<file path="src/rtl/wb_slave_decoder_if.sv">
// Wishbone B4-pipelined bundle between an hbbus master, the decoder and its
// N slaves. The master-side request/response and the per-slave fan-out share
// one interface so the decoder exposes a single bus port.
interface wb_slave_decoder_if #(
  parameter int NSLAVES = 4,
  parameter int AW      = 30,
  parameter int DW      = 32,
  parameter int SAW     = 2
);

  // Master request
  logic                   i_wb_cyc;
  logic                   i_wb_stb;
  logic                   i_wb_we;
  logic [AW-1:0]          i_wb_addr;
  logic [DW-1:0]          i_wb_data;
  logic [DW/8-1:0]        i_wb_sel;

  // Master response
  logic                   o_wb_stall;
  logic                   o_wb_ack;
  logic                   o_wb_err;
  logic [DW-1:0]          o_wb_data;

  // Slave fan-out (cyc/stb one-hot, the rest broadcast)
  logic [NSLAVES-1:0]     o_s_cyc;
  logic [NSLAVES-1:0]     o_s_stb;
  logic                   o_s_we;
  logic [SAW-1:0]         o_s_addr;
  logic [DW-1:0]          o_s_data;
  logic [DW/8-1:0]        o_s_sel;

  // Slave responses; slave k read data sits at [k*DW +: DW]
  logic [NSLAVES-1:0]     i_s_stall;
  logic [NSLAVES-1:0]     i_s_ack;
  logic [NSLAVES*DW-1:0]  i_s_data;

  // Bus master view: drives requests, receives responses
  modport master (
    output i_wb_cyc, i_wb_stb, i_wb_we, i_wb_addr, i_wb_data, i_wb_sel,
    input  o_wb_stall, o_wb_ack, o_wb_err, o_wb_data
  );

  // Decoder view: slave of the master bus, master of the N slaves
  modport slave (
    input  i_wb_cyc, i_wb_stb, i_wb_we, i_wb_addr, i_wb_data, i_wb_sel,
    output o_wb_stall, o_wb_ack, o_wb_err, o_wb_data,
    output o_s_cyc, o_s_stb, o_s_we, o_s_addr, o_s_data, o_s_sel,
    input  i_s_stall, i_s_ack, i_s_data
  );

endinterface

</file>
<file path="src/rtl/wb_slave_decoder.sv">
// Wishbone B4-pipelined address decoder and return mux.
// Page k+1 of the master address space belongs to slave k; page 0 is the
// null page and answers every strobe with a one-cycle error. Requests to a
// different slave are held off while another slave still owes acks, so
// responses always return in issue order. A watchdog aborts a transfer that
// goes TIMEOUT cycles without an ack, and every error is logged.
module wb_slave_decoder #(
  parameter int NSLAVES = 4,
  parameter int AW      = 30,
  parameter int DW      = 32,
  parameter int SAW     = 2,
  parameter int MAXOUT  = 7,
  parameter int TIMEOUT = 1024
) (
  input  logic                 i_clk,
  input  logic                 i_reset,
  wb_slave_decoder_if.slave    bus,
  output logic [AW-1:0]        o_err_addr,
  output logic [15:0]          o_err_count
);

  localparam int PW = AW - SAW;
  localparam int OW = (NSLAVES > 1) ? $clog2(NSLAVES) : 1;
  localparam int CW = $clog2(MAXOUT + 1);
  localparam int TW = $clog2(TIMEOUT);

  logic [PW-1:0]      page;
  logic [NSLAVES-1:0] hit;
  logic [OW-1:0]      hit_idx;
  logic               any_hit;
  logic               none_sel;

  logic [OW-1:0]      owner;
  logic [NSLAVES-1:0] owner_oh;
  logic [CW-1:0]      outstanding;
  logic               busy;
  logic [TW-1:0]      timer;
  logic               abort;
  logic [AW-1:0]      last_addr;

  logic               lock;
  logic               full;
  logic               block;
  logic               stall;
  logic               accept;
  logic               ack_in;
  logic               dec_err;
  logic               timeout;

  logic [1:0]         err_inc;
  logic [16:0]        err_sum;

  assign page     = bus.i_wb_addr[AW-1:SAW];
  assign any_hit  = |hit;
  assign none_sel = ~any_hit;

  // Page decode to a one-hot select plus the matching slave index
  always_comb begin
    hit     = '0;
    hit_idx = '0;
    for (int unsigned k = 0; k < NSLAVES; k++) begin
      if (page == PW'(k + 1)) begin
        hit[k]  = 1'b1;
        hit_idx = OW'(k);
      end
    end
  end

  assign owner_oh = NSLAVES'(1) << owner;
  assign busy     = (outstanding != '0);

  // Ordering lock: a new slave may only be addressed once the current
  // owner has returned every ack. Null-page strobes bypass the lock, the
  // full check and the abort hold, so they never stall.
  assign lock  = busy & any_hit & (hit != owner_oh);
  assign full  = any_hit & (outstanding == CW'(MAXOUT));
  // Slave strobes are gated by every stall source that the decoder itself
  // raises, so a slave never accepts a beat the master sees as stalled.
  assign block = lock | full | (any_hit & abort);
  assign stall = block | (|(hit & bus.i_s_stall));

  assign accept  = bus.i_wb_cyc & bus.i_wb_stb & any_hit & ~stall;
  assign ack_in  = busy & (|(bus.i_s_ack & owner_oh));
  assign dec_err = bus.i_wb_cyc & bus.i_wb_stb & none_sel;
  assign timeout = bus.i_wb_cyc & busy & ~ack_in & (timer == TW'(TIMEOUT - 1));

  assign bus.o_wb_stall = stall;
  assign bus.o_s_stb    = {NSLAVES{bus.i_wb_cyc & bus.i_wb_stb & ~block}} & hit;
  assign bus.o_s_cyc    = {NSLAVES{bus.i_wb_cyc & ~abort}}
                        & (({NSLAVES{busy}} & owner_oh) | hit);
  assign bus.o_s_we     = bus.i_wb_we;
  assign bus.o_s_addr   = bus.i_wb_addr[SAW-1:0];
  assign bus.o_s_data   = bus.i_wb_data;
  assign bus.o_s_sel    = bus.i_wb_sel;

  // Transaction bookkeeping: owner, outstanding count, watchdog, abort
  always_ff @(posedge i_clk or posedge i_reset) begin
    if (i_reset) begin
      owner       <= '0;
      outstanding <= '0;
      timer       <= '0;
      abort       <= 1'b0;
      last_addr   <= '0;
    end else begin
      abort <= timeout;
      if (accept) begin
        owner     <= hit_idx;
        last_addr <= bus.i_wb_addr;
      end
      if (~bus.i_wb_cyc | timeout)
        outstanding <= '0;
      else
        outstanding <= outstanding + CW'(accept) - CW'(ack_in);
      if (~bus.i_wb_cyc | ~busy | ack_in | timeout)
        timer <= '0;
      else
        timer <= timer + TW'(1);
    end
  end

  // Registered return path: only the owner's ack and data reach the master
  always_ff @(posedge i_clk or posedge i_reset) begin
    if (i_reset) begin
      bus.o_wb_ack  <= 1'b0;
      bus.o_wb_data <= '0;
    end else begin
      bus.o_wb_ack  <= ack_in & bus.i_wb_cyc;
      bus.o_wb_data <= (ack_in & bus.i_wb_cyc) ? bus.i_s_data[int'(owner)*DW +: DW] : '0;
    end
  end

  // Saturating error count; both sources in one cycle add two
  always_comb begin
    err_inc = {1'b0, dec_err} + {1'b0, timeout};
    err_sum = {1'b0, o_err_count} + 17'(err_inc);
  end

  // Error pulse and capture; a decode error's address wins over a timeout
  always_ff @(posedge i_clk or posedge i_reset) begin
    if (i_reset) begin
      bus.o_wb_err <= 1'b0;
      o_err_addr   <= '0;
      o_err_count  <= '0;
    end else begin
      bus.o_wb_err <= dec_err | timeout;
      if (dec_err)
        o_err_addr <= bus.i_wb_addr;
      else if (timeout)
        o_err_addr <= last_addr;
      o_err_count <= err_sum[16] ? 16'hFFFF : err_sum[15:0];
    end
  end

endmodule

</file>
<file path="src/flat_wrapper.sv">
// flat-port wrapper written by rule: the top's interface ports become plain ports
module wb_slave_decoder_flat 
#(
  parameter int NSLAVES = 4,
  parameter int AW      = 30,
  parameter int DW      = 32,
  parameter int SAW     = 2,
  parameter int MAXOUT  = 7,
  parameter int TIMEOUT = 1024
)
  (i_clk, i_reset, o_err_addr, o_err_count, bus_i_wb_cyc, bus_i_wb_stb, bus_i_wb_we, bus_i_wb_addr, bus_i_wb_data, bus_i_wb_sel, bus_o_wb_stall, bus_o_wb_ack, bus_o_wb_err, bus_o_wb_data, bus_o_s_cyc, bus_o_s_stb, bus_o_s_we, bus_o_s_addr, bus_o_s_data, bus_o_s_sel, bus_i_s_stall, bus_i_s_ack, bus_i_s_data);
  wb_slave_decoder_if #(.NSLAVES(NSLAVES), .AW(AW), .DW(DW), .SAW(SAW)) bus_i ();
  input  logic i_clk;
  input  logic i_reset;
  output logic [AW-1:0] o_err_addr;
  output logic [15:0] o_err_count;
  input wire logic [$bits(bus_i.i_wb_cyc)-1:0] bus_i_wb_cyc;
  input wire logic [$bits(bus_i.i_wb_stb)-1:0] bus_i_wb_stb;
  input wire logic [$bits(bus_i.i_wb_we)-1:0] bus_i_wb_we;
  input wire logic [$bits(bus_i.i_wb_addr)-1:0] bus_i_wb_addr;
  input wire logic [$bits(bus_i.i_wb_data)-1:0] bus_i_wb_data;
  input wire logic [$bits(bus_i.i_wb_sel)-1:0] bus_i_wb_sel;
  output wire logic [$bits(bus_i.o_wb_stall)-1:0] bus_o_wb_stall;
  output wire logic [$bits(bus_i.o_wb_ack)-1:0] bus_o_wb_ack;
  output wire logic [$bits(bus_i.o_wb_err)-1:0] bus_o_wb_err;
  output wire logic [$bits(bus_i.o_wb_data)-1:0] bus_o_wb_data;
  output wire logic [$bits(bus_i.o_s_cyc)-1:0] bus_o_s_cyc;
  output wire logic [$bits(bus_i.o_s_stb)-1:0] bus_o_s_stb;
  output wire logic [$bits(bus_i.o_s_we)-1:0] bus_o_s_we;
  output wire logic [$bits(bus_i.o_s_addr)-1:0] bus_o_s_addr;
  output wire logic [$bits(bus_i.o_s_data)-1:0] bus_o_s_data;
  output wire logic [$bits(bus_i.o_s_sel)-1:0] bus_o_s_sel;
  input wire logic [$bits(bus_i.i_s_stall)-1:0] bus_i_s_stall;
  input wire logic [$bits(bus_i.i_s_ack)-1:0] bus_i_s_ack;
  input wire logic [$bits(bus_i.i_s_data)-1:0] bus_i_s_data;
  assign bus_i.i_wb_cyc = bus_i_wb_cyc;
  assign bus_i.i_wb_stb = bus_i_wb_stb;
  assign bus_i.i_wb_we = bus_i_wb_we;
  assign bus_i.i_wb_addr = bus_i_wb_addr;
  assign bus_i.i_wb_data = bus_i_wb_data;
  assign bus_i.i_wb_sel = bus_i_wb_sel;
  assign bus_o_wb_stall = bus_i.o_wb_stall;
  assign bus_o_wb_ack = bus_i.o_wb_ack;
  assign bus_o_wb_err = bus_i.o_wb_err;
  assign bus_o_wb_data = bus_i.o_wb_data;
  assign bus_o_s_cyc = bus_i.o_s_cyc;
  assign bus_o_s_stb = bus_i.o_s_stb;
  assign bus_o_s_we = bus_i.o_s_we;
  assign bus_o_s_addr = bus_i.o_s_addr;
  assign bus_o_s_data = bus_i.o_s_data;
  assign bus_o_s_sel = bus_i.o_s_sel;
  assign bus_i.i_s_stall = bus_i_s_stall;
  assign bus_i.i_s_ack = bus_i_s_ack;
  assign bus_i.i_s_data = bus_i_s_data;
  wb_slave_decoder #(.NSLAVES(NSLAVES), .AW(AW), .DW(DW), .SAW(SAW), .MAXOUT(MAXOUT), .TIMEOUT(TIMEOUT)) u_core (.i_clk(i_clk), .i_reset(i_reset), .bus(bus_i), .o_err_addr(o_err_addr), .o_err_count(o_err_count));
endmodule
</file>
<file path="config.mk">
export PLATFORM = sky130hd
export DESIGN_NAME = wb_slave_decoder_flat
export DESIGN_NICKNAME = d
export VERILOG_FILES = /design/src/rtl/wb_slave_decoder_if.sv /design/src/rtl/wb_slave_decoder.sv /design/src/flat_wrapper.sv
export SDC_FILE = /design/constraint.sdc
export NUM_CORES = 1
export LEC_CHECK = 0
export BUFFER_PORTS_ARGS = -buffer_cell sky130_fd_sc_hd__buf_2
export CORE_AREA = 5 5 126 128
export CTS_BUF_LIST = sky130_fd_sc_hd__clkbuf_8
export CTS_CLUSTER_DIAMETER = 150
export DETAILED_ROUTE_END_ITERATION = 8
export DIE_AREA = 0 0 131 133
export PLACE_DENSITY = 0.82
export SLEW_MARGIN = 25
export SYNTH_ARGS = -nofsm -noshare
export SYNTH_HDL_FRONTEND = slang
export SYNTH_SLANG_ARGS = --single-unit
</file>
<file path="constraint.sdc">
create_clock -name i_clk -period 8.5 [get_ports i_clk]
set_input_delay 1.275 -clock i_clk [delete_from_list [all_inputs] [get_ports i_clk]]
set_output_delay 1.275 -clock i_clk [all_outputs]
set_load 0.05 [all_outputs]
</file>
# Word-level counts from Yosys, hierarchy flattened
# Cells that the tools add are included.
word_totals:
  ff_bits: 126
  in_bits: 207
  out_inout_bits: 128
  elab_cells: 78
classes:
  add_sub_neg: 5
  eq_ne: 7
  shifts: 2
  n_mux: 13
  bitwise_logic: 36
  n_reduce_logical: 5
ops:
  columns: ["op", "n"]
  rows:
  - ["indexed part select 128 x 8 -> 32 bit", 1]
  - ["2-to-1 mux 30 bit", 2]
  - ["== test 28 x 2 -> 1 bit, second input constant", 2]
  - ["2-to-1 mux 32 bit", 1]
  - ["== test 28 x 1 -> 1 bit, second input constant", 1]
  - ["== test 28 x 3 -> 1 bit, second input constant", 1]
  - ["AND 4 bit", 5]
  - ["adder 16 x 2 -> 17 bit", 1]
  - ["2-to-1 mux 16 bit", 1]
  - ["AND 1 bit", 15]
  - ["OR reduction 4 bit", 3]
  - ["adder 10 x 1 -> 10 bit, second input constant", 1]
  - ["== test 10 bit, second input constant", 1]
  - ["2-to-1 mux 10 bit", 1]
  - ["OR 1 bit", 8]
  - ["inverter 1 bit", 7]
  - ["2-to-1 mux 1 bit", 5]
  - ["2-to-1 mux 2 bit", 2]
  - ["!= test 4 bit", 1]
  - ["OR 4 bit", 1]
  - ["<< shifter 1 x 2 -> 4 bit, first input constant", 1]
  - ["adder 3 x 1 -> 3 bit", 1]
  - ["== test 3 bit, second input constant", 1]
  - ["2-to-1 mux 3 bit", 1]
  - ["other kinds (4)", 4]

# Depth between registers and ports, before layout
# Gate-level depths: netlist of the first run.
logic_depth:
  depth_word: 13
  mapped_depth: 15
  depth_no_buf: 13

# Worst setup path before layout of the first run
# Ideal clock, no wire load.
synth_path:
  path_type: "input -> output"
  startpoint: "in bus_i_wb_addr[14]"
  endpoint: "out bus_o_s_stb[0]"
  arrival_ns: 5.005
  t_required_ns: 7.225
  slack_ns: 2.220
  path_stages: 6
  cell_sequence: "nor4_1 -> nand4_1 -> o41ai_1 -> o31a_1 -> a311oi_2 -> a2111oi_0"
synth_via:
  elab_chain_len: 10
synth_lines:
  columns: ["item", "line_no", "text"]
  rows:
  - ["from (decl)", "flat_wrapper.sv:20", "input wire logic [$bits(bus_i.i_wb_addr)-1:0] bus_i_wb_addr;"]
  - ["== test 28 x 1 -> 1 bit, or another cell as far along", "wb_slave_decoder.sv:62", "if (page == PW'(k + 1)) begin"]
  - ["2-to-1 mux 1 bit", "wb_slave_decoder.sv:62", null]
  - ["OR reduction 4 bit", "wb_slave_decoder.sv:54", "assign any_hit = |hit;"]
  - ["AND 1 bit (2 in a row)", "wb_slave_decoder.sv:75", "assign lock = busy & any_hit & (hit != owner_oh);"]
  - ["OR 1 bit (2 in a row)", "wb_slave_decoder.sv:79", "assign block = lock | full | (any_hit & abort);"]
  - ["inverter 1 bit", "wb_slave_decoder.sv:88", "assign bus.o_s_stb = {NSLAVES{bus.i_wb_cyc & bus.i_wb_stb & ~block}} & hit;"]
  - ["AND 1 bit", "wb_slave_decoder.sv:88", null]
  - ["AND 4 bit *", "wb_slave_decoder.sv:88", null]
  - ["to (decl)", "flat_wrapper.sv:28", "output wire logic [$bits(bus_i.o_s_stb)-1:0] bus_o_s_stb;"]
# Every way passes the cells marked *; elsewhere a longest branch is shown, timed or not.

# Worst setup path after layout of the first run
layout_path:
  startpoint: "in bus_i_wb_addr[9]"
  endpoint: "out bus_o_s_stb[1]"
# The elaborated chain is that of the path after synthesis.

==> flow_metrics.env, run 1 <==
export IMPL_status="finished, final reports clean"
export IMPL_whs_path_depth=1
export IMPL_async_flop_share=1.00
export IMPL_top_layer_used="met4"
export IMPL_min_delay_path_class="reg -> reg"
export IMPL_crit_top_cell="buf_2"
export IMPL_critPathLaunch="bus_i_wb_addr[9]"
export IMPL_period_needed_ns=5.23
export IMPL_syn_inst=562
export IMPL_synthFlopType="dfrtp_1"
export IMPL_final_cell_mix="buf_2 (260), dfrtp_1 (125), nor2_1 (56), and3_1 (40), a21oi_1 (34)"
export IMPL_htree_levels=4
export IMPL_cap_viol_max_count=0
export IMPL_via_count=5141
export IMPL_ioPinCount=335
export IMPL_grt_max_degree=69
export IMPL_n_antenna_cell=0
export IMPL_rows=45
export IMPL_path_class="in -> out"
export IMPL_grt_pass1_wl_um=28700
export IMPL_crit_path_start_kind="input pin"
export IMPL_clock_fmax_mhz=191
export IMPL_worst_pin_slew_ns=0.848
export IMPL_grt_overflow=0
export IMPL_cts_tree="done"
export IMPL_area_delta_synth_final_pct=24.3
export IMPL_ys_ff_latch=126
export IMPL_multi_input_comb_area_mm2=0.00280
export IMPL_fill_cells=1309
export IMPL_worstHoldStart="u_core.last_addr[17]"
export IMPL_seq_area_frac_synth=0.490
export IMPL_ir_worst_vdd_v=0.000133
export IMPL_wl_met3_um=1850
export IMPL_yosys_warnings=0
export IMPL_design_core_area_mm2=0.0148
export IMPL_drc=0
export IMPL_min_to="u_core.last_addr[17]"
export IMPL_leakage_nw=4.24
export IMPL_critPathSlowestCell="a2111oi_0"
export IMPL_ant_nets=0
export IMPL_num_nets_final=988
export IMPL_routed_via_density=5.27
export IMPL_wl_met1_um=7400
export IMPL_dp_cells=944
export IMPL_die_h_um=133
export IMPL_slew_headroom=0.435
export IMPL_r2r_cells=11
export IMPL_syn_cell_area_mm2=0.00644
export IMPL_die_area_mm2=0.0174
export IMPL_synth_avg_cell_area_um2=11.5
export IMPL_clock_sinks=126
export IMPL_clock_path_buffers=2
export IMPL_syn_nets=775
export IMPL_initial_core_util=0.436
export IMPL_antenna_found_initial=0
export IMPL_path_clk_slew_ns=0.08
export IMPL_cts_root_buf="clkbuf_8"
export IMPL_gp_congestion=0.942
export IMPL_grt_pass1_vias=5380
export IMPL_numCtsBuffers=17
export IMPL_tns_ns=0
export IMPL_synth_edf_count=0
export IMPL_postCtsSetupBuffers=0
export IMPL_drive_above_1_share=0.429
export IMPL_ys_types=49
export IMPL_route_met2_wl_um=9050
export IMPL_cp_slowest_stage_delay_ns=0.52
export IMPL_place_hpwl_um=14200
export IMPL_rr_startpoint="u_core.owner[0]"
export IMPL_ff_latch_area_mm2=0.00315
export IMPL_wire_per_inst_um=19.1
export IMPL_post_cts_resized=0
export IMPL_drv_slew=0
export IMPL_port_buffers=260
export IMPL_layout_commonest_cell="buf_2"
export IMPL_hold_buffers=0
export IMPL_rsz0062_at_grt="no"
export IMPL_hold_viol=0
export IMPL_powerDensity_mw_per_mm2=218
export IMPL_cp_arrival_ns=3.96
export IMPL_cp_top_family="compound AO/OA/AOI/OAI gates"
export IMPL_period_share=0.616
export IMPL_dpl_cell_area_mm2=0.00759
export IMPL_fin_cells=975
export IMPL_drt_iter0_drc=316
export IMPL_wl_um=18600
export IMPL_cp_required_ns=7.22
export IMPL_finalClockSkew_ns=0.0127
export IMPL_setup_violations=0
export IMPL_end_kind="output port"
export IMPL_regToRegSetupSlack_ns=4.35
export IMPL_path_cells="buf_2, nor4_1, nand4_1, o41ai_1, o31a_1, a311oi_2, a2111oi_0, buf_2"
export IMPL_reg2reg_to="u_core.o_err_count[5]"
export IMPL_die_width_um=131
export IMPL_grt_usage=0.216
export IMPL_cp_max_fo=6
export IMPL_dr_pass1_iters=5
export IMPL_critPathBufInv=2
export IMPL_finalInstanceArea_mm2=0.00801
export IMPL_clock_latency_ns=0.44
[per-layer routing]
metal / global-route usage / up-vias
met3: 0.0828 / 31
met2: 0.332 / 222
met5: 0 / -
met1: 0.282 / 2509
met4: 0.0651 / 0
li1: - / 2379
[worst register-to-register path, stage by stage (launching register included)]
cell and delay, ns:
dfrtp_2 0.34, buf_4 0.53, mux4_2 0.66, nand3b_1 0.32, or2_1 0.36, fa_1 0.41
inv_1 0.12, ha_1 0.21, nand3_1 0.23, nor2_1 0.28, nand3_1 0.40, o21ai_0 0.21
[state kept, by name, summed over array words and instances, names as in the netlist]
| register | cells |
|---|---|
| u_core.bus.o_wb_err | 1 |
| u_core.bus.o_wb_ack | 1 |
| u_core.outstanding | 3 |
| u_core.o_err_count | 16 |
| u_core.abort | 1 |
| u_core.last_addr | 30 |
| u_core.bus.o_wb_data | 32 |
| u_core.timer | 10 |
| u_core.o_err_addr | 30 |
| u_core.owner | 2 |
[power breakdown]
group / switching [mW] / total [mW] / internal [mW]
combinational: 0.352 / 0.498 / 0.146
sequential: 0.0405 / 0.698 / 0.657
clock: 0.241 / 0.551 / 0.311
[cell usage after synthesis (3+ instances only)]
cell type | number | share of area
nand3b_1 | 3 | 0.0035
a31oi_1 | 3 | 0.0029
clkbuf_1 | 20 | 0.012
nand2_1 | 24 | 0.014
a21oi_1 | 34 | 0.026
xnor2_1 | 10 | 0.014
and2_1 | 26 | 0.025
mux2_1 | 4 | 0.0070
nand4_1 | 4 | 0.0039
nand2b_1 | 5 | 0.0049
nor4_1 | 7 | 0.0068
and3_1 | 40 | 0.039
mux2_2 | 4 | 0.0070
buf_2 | 8 | 0.0062
dfrtp_1 | 126 | 0.49
xor2_1 | 12 | 0.016
nor3_1 | 8 | 0.0062
nor2_1 | 56 | 0.033
nand3_1 | 12 | 0.0093
mux2i_1 | 32 | 0.050
buf_4 | 39 | 0.045
mux4_2 | 33 | 0.12
o31a_1 | 3 | 0.0041
inv_1 | 12 | 0.0070
ha_1 | 4 | 0.0078
[per-stage QoR]
stage	utilization	setup slack (ns)	hold slack [ns]	total power [mW]
2_1_floorplan	-	2.22	0.453	1.10
3_3_place_gp	0.514	3.38	0.469	1.19
3_5_place_dp	0.514	3.27	0.470	1.21
4_1_cts	0.543	3.23	0.491	1.77
5_1_grt	0.543	3.04	0.506	1.83
6_report	0.543	3.27	0.487	1.75
[worst max-delay path by stage]
stage	end	slack [ns]	cells after the start
after floorplan	bus_o_s_stb[0]	2.22	6
after detailed placement	bus_o_s_stb[1]	3.27	8
final	bus_o_s_stb[1]	3.27	8
after CTS	bus_o_s_stb[1]	3.23	8
after global routing	bus_o_s_stb[1]	3.04	8
after global placement	bus_o_s_stb[1]	3.38	8
[area by class of cell]
type                    count  area share
flip-flops and latches    126       0.394
multi-input cells         351       0.350
repair buffers            266       0.168
clock buffers              20      0.0344
well taps                 188      0.0294
clock inverters            11      0.0178
inverters                  13     0.00656
[cell families after synthesis]
group | count (synthesis) | share of synthesized area
and+or+nand+nor | 199 | 0.161
DFF | 126 | 0.490
buffers and inverters | 85 | 0.0756
muxes | 73 | 0.179
AOI/OAI and AO/OA | 51 | 0.0501
xor gates and xnor gates | 22 | 0.0299
adders and majority gates | 6 | 0.0140
Power figures use the tool's default switching activity.
==> run 2, diff against run 1 <==
ABC_AREA = 1   (was unset)
CORE_AREA = 5 5 128 130   (was 5 5 126 128)
DIE_AREA = 0 0 133 135   (was 0 0 131 133)
PLACE_DENSITY = 0.8   (was 0.82)
clock period = 5.3 ns   (was 8.5 ns; I/O delays follow)
==> run 2 against run 1 <==
  * Hold slack lost 0.023 ns
  * Combinational power increased by 59%
  * Via count is 18% higher
  * Core utilization is 1.1 points lower
  * Die area rose by 3.1%
  * Critical path type unchanged
  * Largest power group unchanged
==> flow_metrics.env, run 2 <==
export IMPL_status="finished, final reports clean"
export IMPL_hold_buffers=0
export IMPL_cp_arrival_ns=2.99
export IMPL_synth_edf_count=0
export IMPL_yosys_area_top_type="dfrtp_1"
export IMPL_die_h_um=135
export IMPL_path_clk_slew_ns=0.07
export IMPL_syn_cell_area_mm2=0.00653
export IMPL_numCtsBuffers=17
export IMPL_rows=45
export IMPL_slew_headroom=0.375
export IMPL_period_share=0.714
export IMPL_yosys_top_cells_count="nand2_1 (186), dfrtp_1 (126), nand3_1 (90), inv_1 (75), buf_4 (45)"
export IMPL_drive_above_1_share=0.337
export IMPL_clock_sinks=126
export IMPL_setup_violations=0
export IMPL_rsz0062_at_grt="no"
export IMPL_die_width_um=133
export IMPL_end_kind="output port"
export IMPL_antenna_found_initial=1
export IMPL_leakage_nw=4.42
export IMPL_finalClockSkew_ns=0.0130
export IMPL_dp_slack_ns=1.53
export IMPL_setup_slack_ns=1.52
export IMPL_cts_tree="done"
export IMPL_cp_required_ns=4.51
export IMPL_synth_most_common_cell="nand2_1"
export IMPL_grt_overflow=0
export IMPL_synth_area_leaders="dfrtp_1 (48%), nand2_1 (11%), nand3_1 (6.9%)"
export IMPL_drv_slew=0
export IMPL_ant_nets=0
export IMPL_use_met2=0.339
export IMPL_powerDensity_mw_per_mm2=335
export IMPL_worst_pin_slew_ns=0.931
export IMPL_place_hpwl_um=14700
export IMPL_grt_pass1_vias=5991
export IMPL_grt_max_degree=87
export IMPL_ys_types=37
export IMPL_path_class="in -> out"
export IMPL_area_delta_synth_final_pct=22.3
export IMPL_num_nets_final=1196
export IMPL_dr_pass1_iters=5
export IMPL_crit_path_start_kind="input pin"
export IMPL_busiest_layer="met2"
export IMPL_clock_fmax_mhz=264
export IMPL_n_antenna_cell=0
export IMPL_htree_levels=4
export IMPL_cts_root_buf="clkbuf_8"
export IMPL_synth_top_cell_area_share=0.483
export IMPL_postCtsSetupBuffers=0
export IMPL_top_regs="u_core.bus.o_wb_data: 32 flops, u_core.last_addr: 30 flops, u_core.o_err_addr: 30 flops"
export IMPL_gp_congestion=0.906
export IMPL_post_cts_resized=0
export IMPL_yosys_warnings=0
export IMPL_die_area_mm2=0.0180
export IMPL_via_count=6057
export IMPL_ys_ff_latch=126
export IMPL_grt_usage=0.211
export IMPL_clock_latency_ns=0.44
export IMPL_syn_inst=773
export IMPL_clock_path_buffers=2
export IMPL_final_cell_mix="buf_2 (260), nand2_1 (186), dfrtp_1 (126), nand3_1 (90), inv_1 (75)"
export IMPL_grt_pass1_wl_um=30200
export IMPL_tns_ns=0
export IMPL_cp_max_fo=13
export IMPL_period_needed_ns=3.78
export IMPL_ir_worst_vdd_v=0.000218
export IMPL_drc=0
export IMPL_port_buffers=260
export IMPL_seq_area_frac_synth=0.483
export IMPL_syn_nets=986
export IMPL_cap_viol_max_count=0
export IMPL_min_delay_path_class="in -> async"
export IMPL_wire_per_inst_um=16.2
export IMPL_layout_commonest_cell="buf_2"
export IMPL_routed_via_density=5.12
export IMPL_largest_register="u_core.bus.o_wb_data"
export IMPL_wl_um=19100
export IMPL_hold_viol=0
export IMPL_largest_reg_flops=32
export IMPL_ioPinCount=335
export IMPL_met3_usage=0.0779
export IMPL_initial_core_util=0.434
export IMPL_drt_iter0_drc=468
export IMPL_synthFlopType="dfrtp_1"
export IMPL_synth_avg_cell_area_um2=8.45
export IMPL_design_core_area_mm2=0.0150
export IMPL_async_flop_share=1.00
export IMPL_use_met1=0.258
## run 2: critical path: stages
cell and delay (ns):
buf_2 0.09, inv_1 0.06, nand2_1 0.05, nor2_1 0.09
nand2_1 0.11, nor2_4 0.30, nand2_1 0.22, nand2_1 0.10
nand2_1 0.06, nor2_1 0.09, nand2_1 0.14, a21oi_4 0.31
nand2_2 0.12, nor2_1 0.14, buf_2 0.30
## run 2: final cells by class
cell class	count	area, um^2
Clock buffer	24	330
Multi-Input combinational cell	480	2540
Sequential cell	126	3150
Timing Repair Buffer	265	1340
Fill cell	1452	7050
Clock inverter	7	36.3
Inverter	93	352
Tap cell	188	235
## run 2: worst paths after layout
| path | startpoint | endpoint | slack (ns) | depth (start not counted) |
|---|---|---|---|---|
| max | bus_i_wb_addr[18] | bus_o_s_stb[1] | 1.52 | 15 |
| min | i_reset | u_core.o_err_count[11] | 0.46 | 2 |
| max reg2reg | u_core.owner[0] | u_core.o_err_count[15] | 1.56 | 19 |
| min reg2reg | u_core.last_addr[7] | u_core.last_addr[7] | 0.47 | 2 |
| max in group asynchronous | i_reset | u_core.o_err_addr[7] | 3.88 | 3 |
| min in group i_clk | u_core.last_addr[7] | u_core.last_addr[7] | 0.47 | 2 |
## run 2: per-stage QoR
step                cell area [um^2]  hold WS (ns)  utilization  cells  total power [mW]
global placement                7620         0.449        0.507   1152              1.93
detailed placement              7620         0.453        0.507   1152              1.94
finish                          7990         0.464        0.531   1183              2.68
floorplan                       6530         0.433            -    773              1.77
CTS                             7990         0.459        0.531   1183              2.71
global route                    7990         0.490        0.531   1183              2.82
## run 2: logic make-up (layout without fill, tap and decap cells)
group           after synthesis  after routing  share of synthesized area
fa+ha+maj                     6              6                     0.0138
buf+inv                     167            389                      0.128
simple gates                356            356                      0.249
compound gates              110            110                      0.116
xor+xnor                      8              8                     0.0107
flops                       126            126                      0.483
## run 2: power by group
group / internal, mW / leakage (nW) / switching (mW)
Combinational: 0.212 / 2.54 / 0.582
Sequential: 1.06 / 1.68 / 0.0631
Clock: 0.402 / 0.203 / 0.356
Total: 1.68 / 4.42 / 1.00
## run 2: metal layers
metal | vias up | part of all wire
met5 | - | 0
met1 | 2817 | 0.40
met4 | 0 | 0.027
met2 | 256 | 0.48
li1 | 2934 | -
met3 | 50 | 0.090
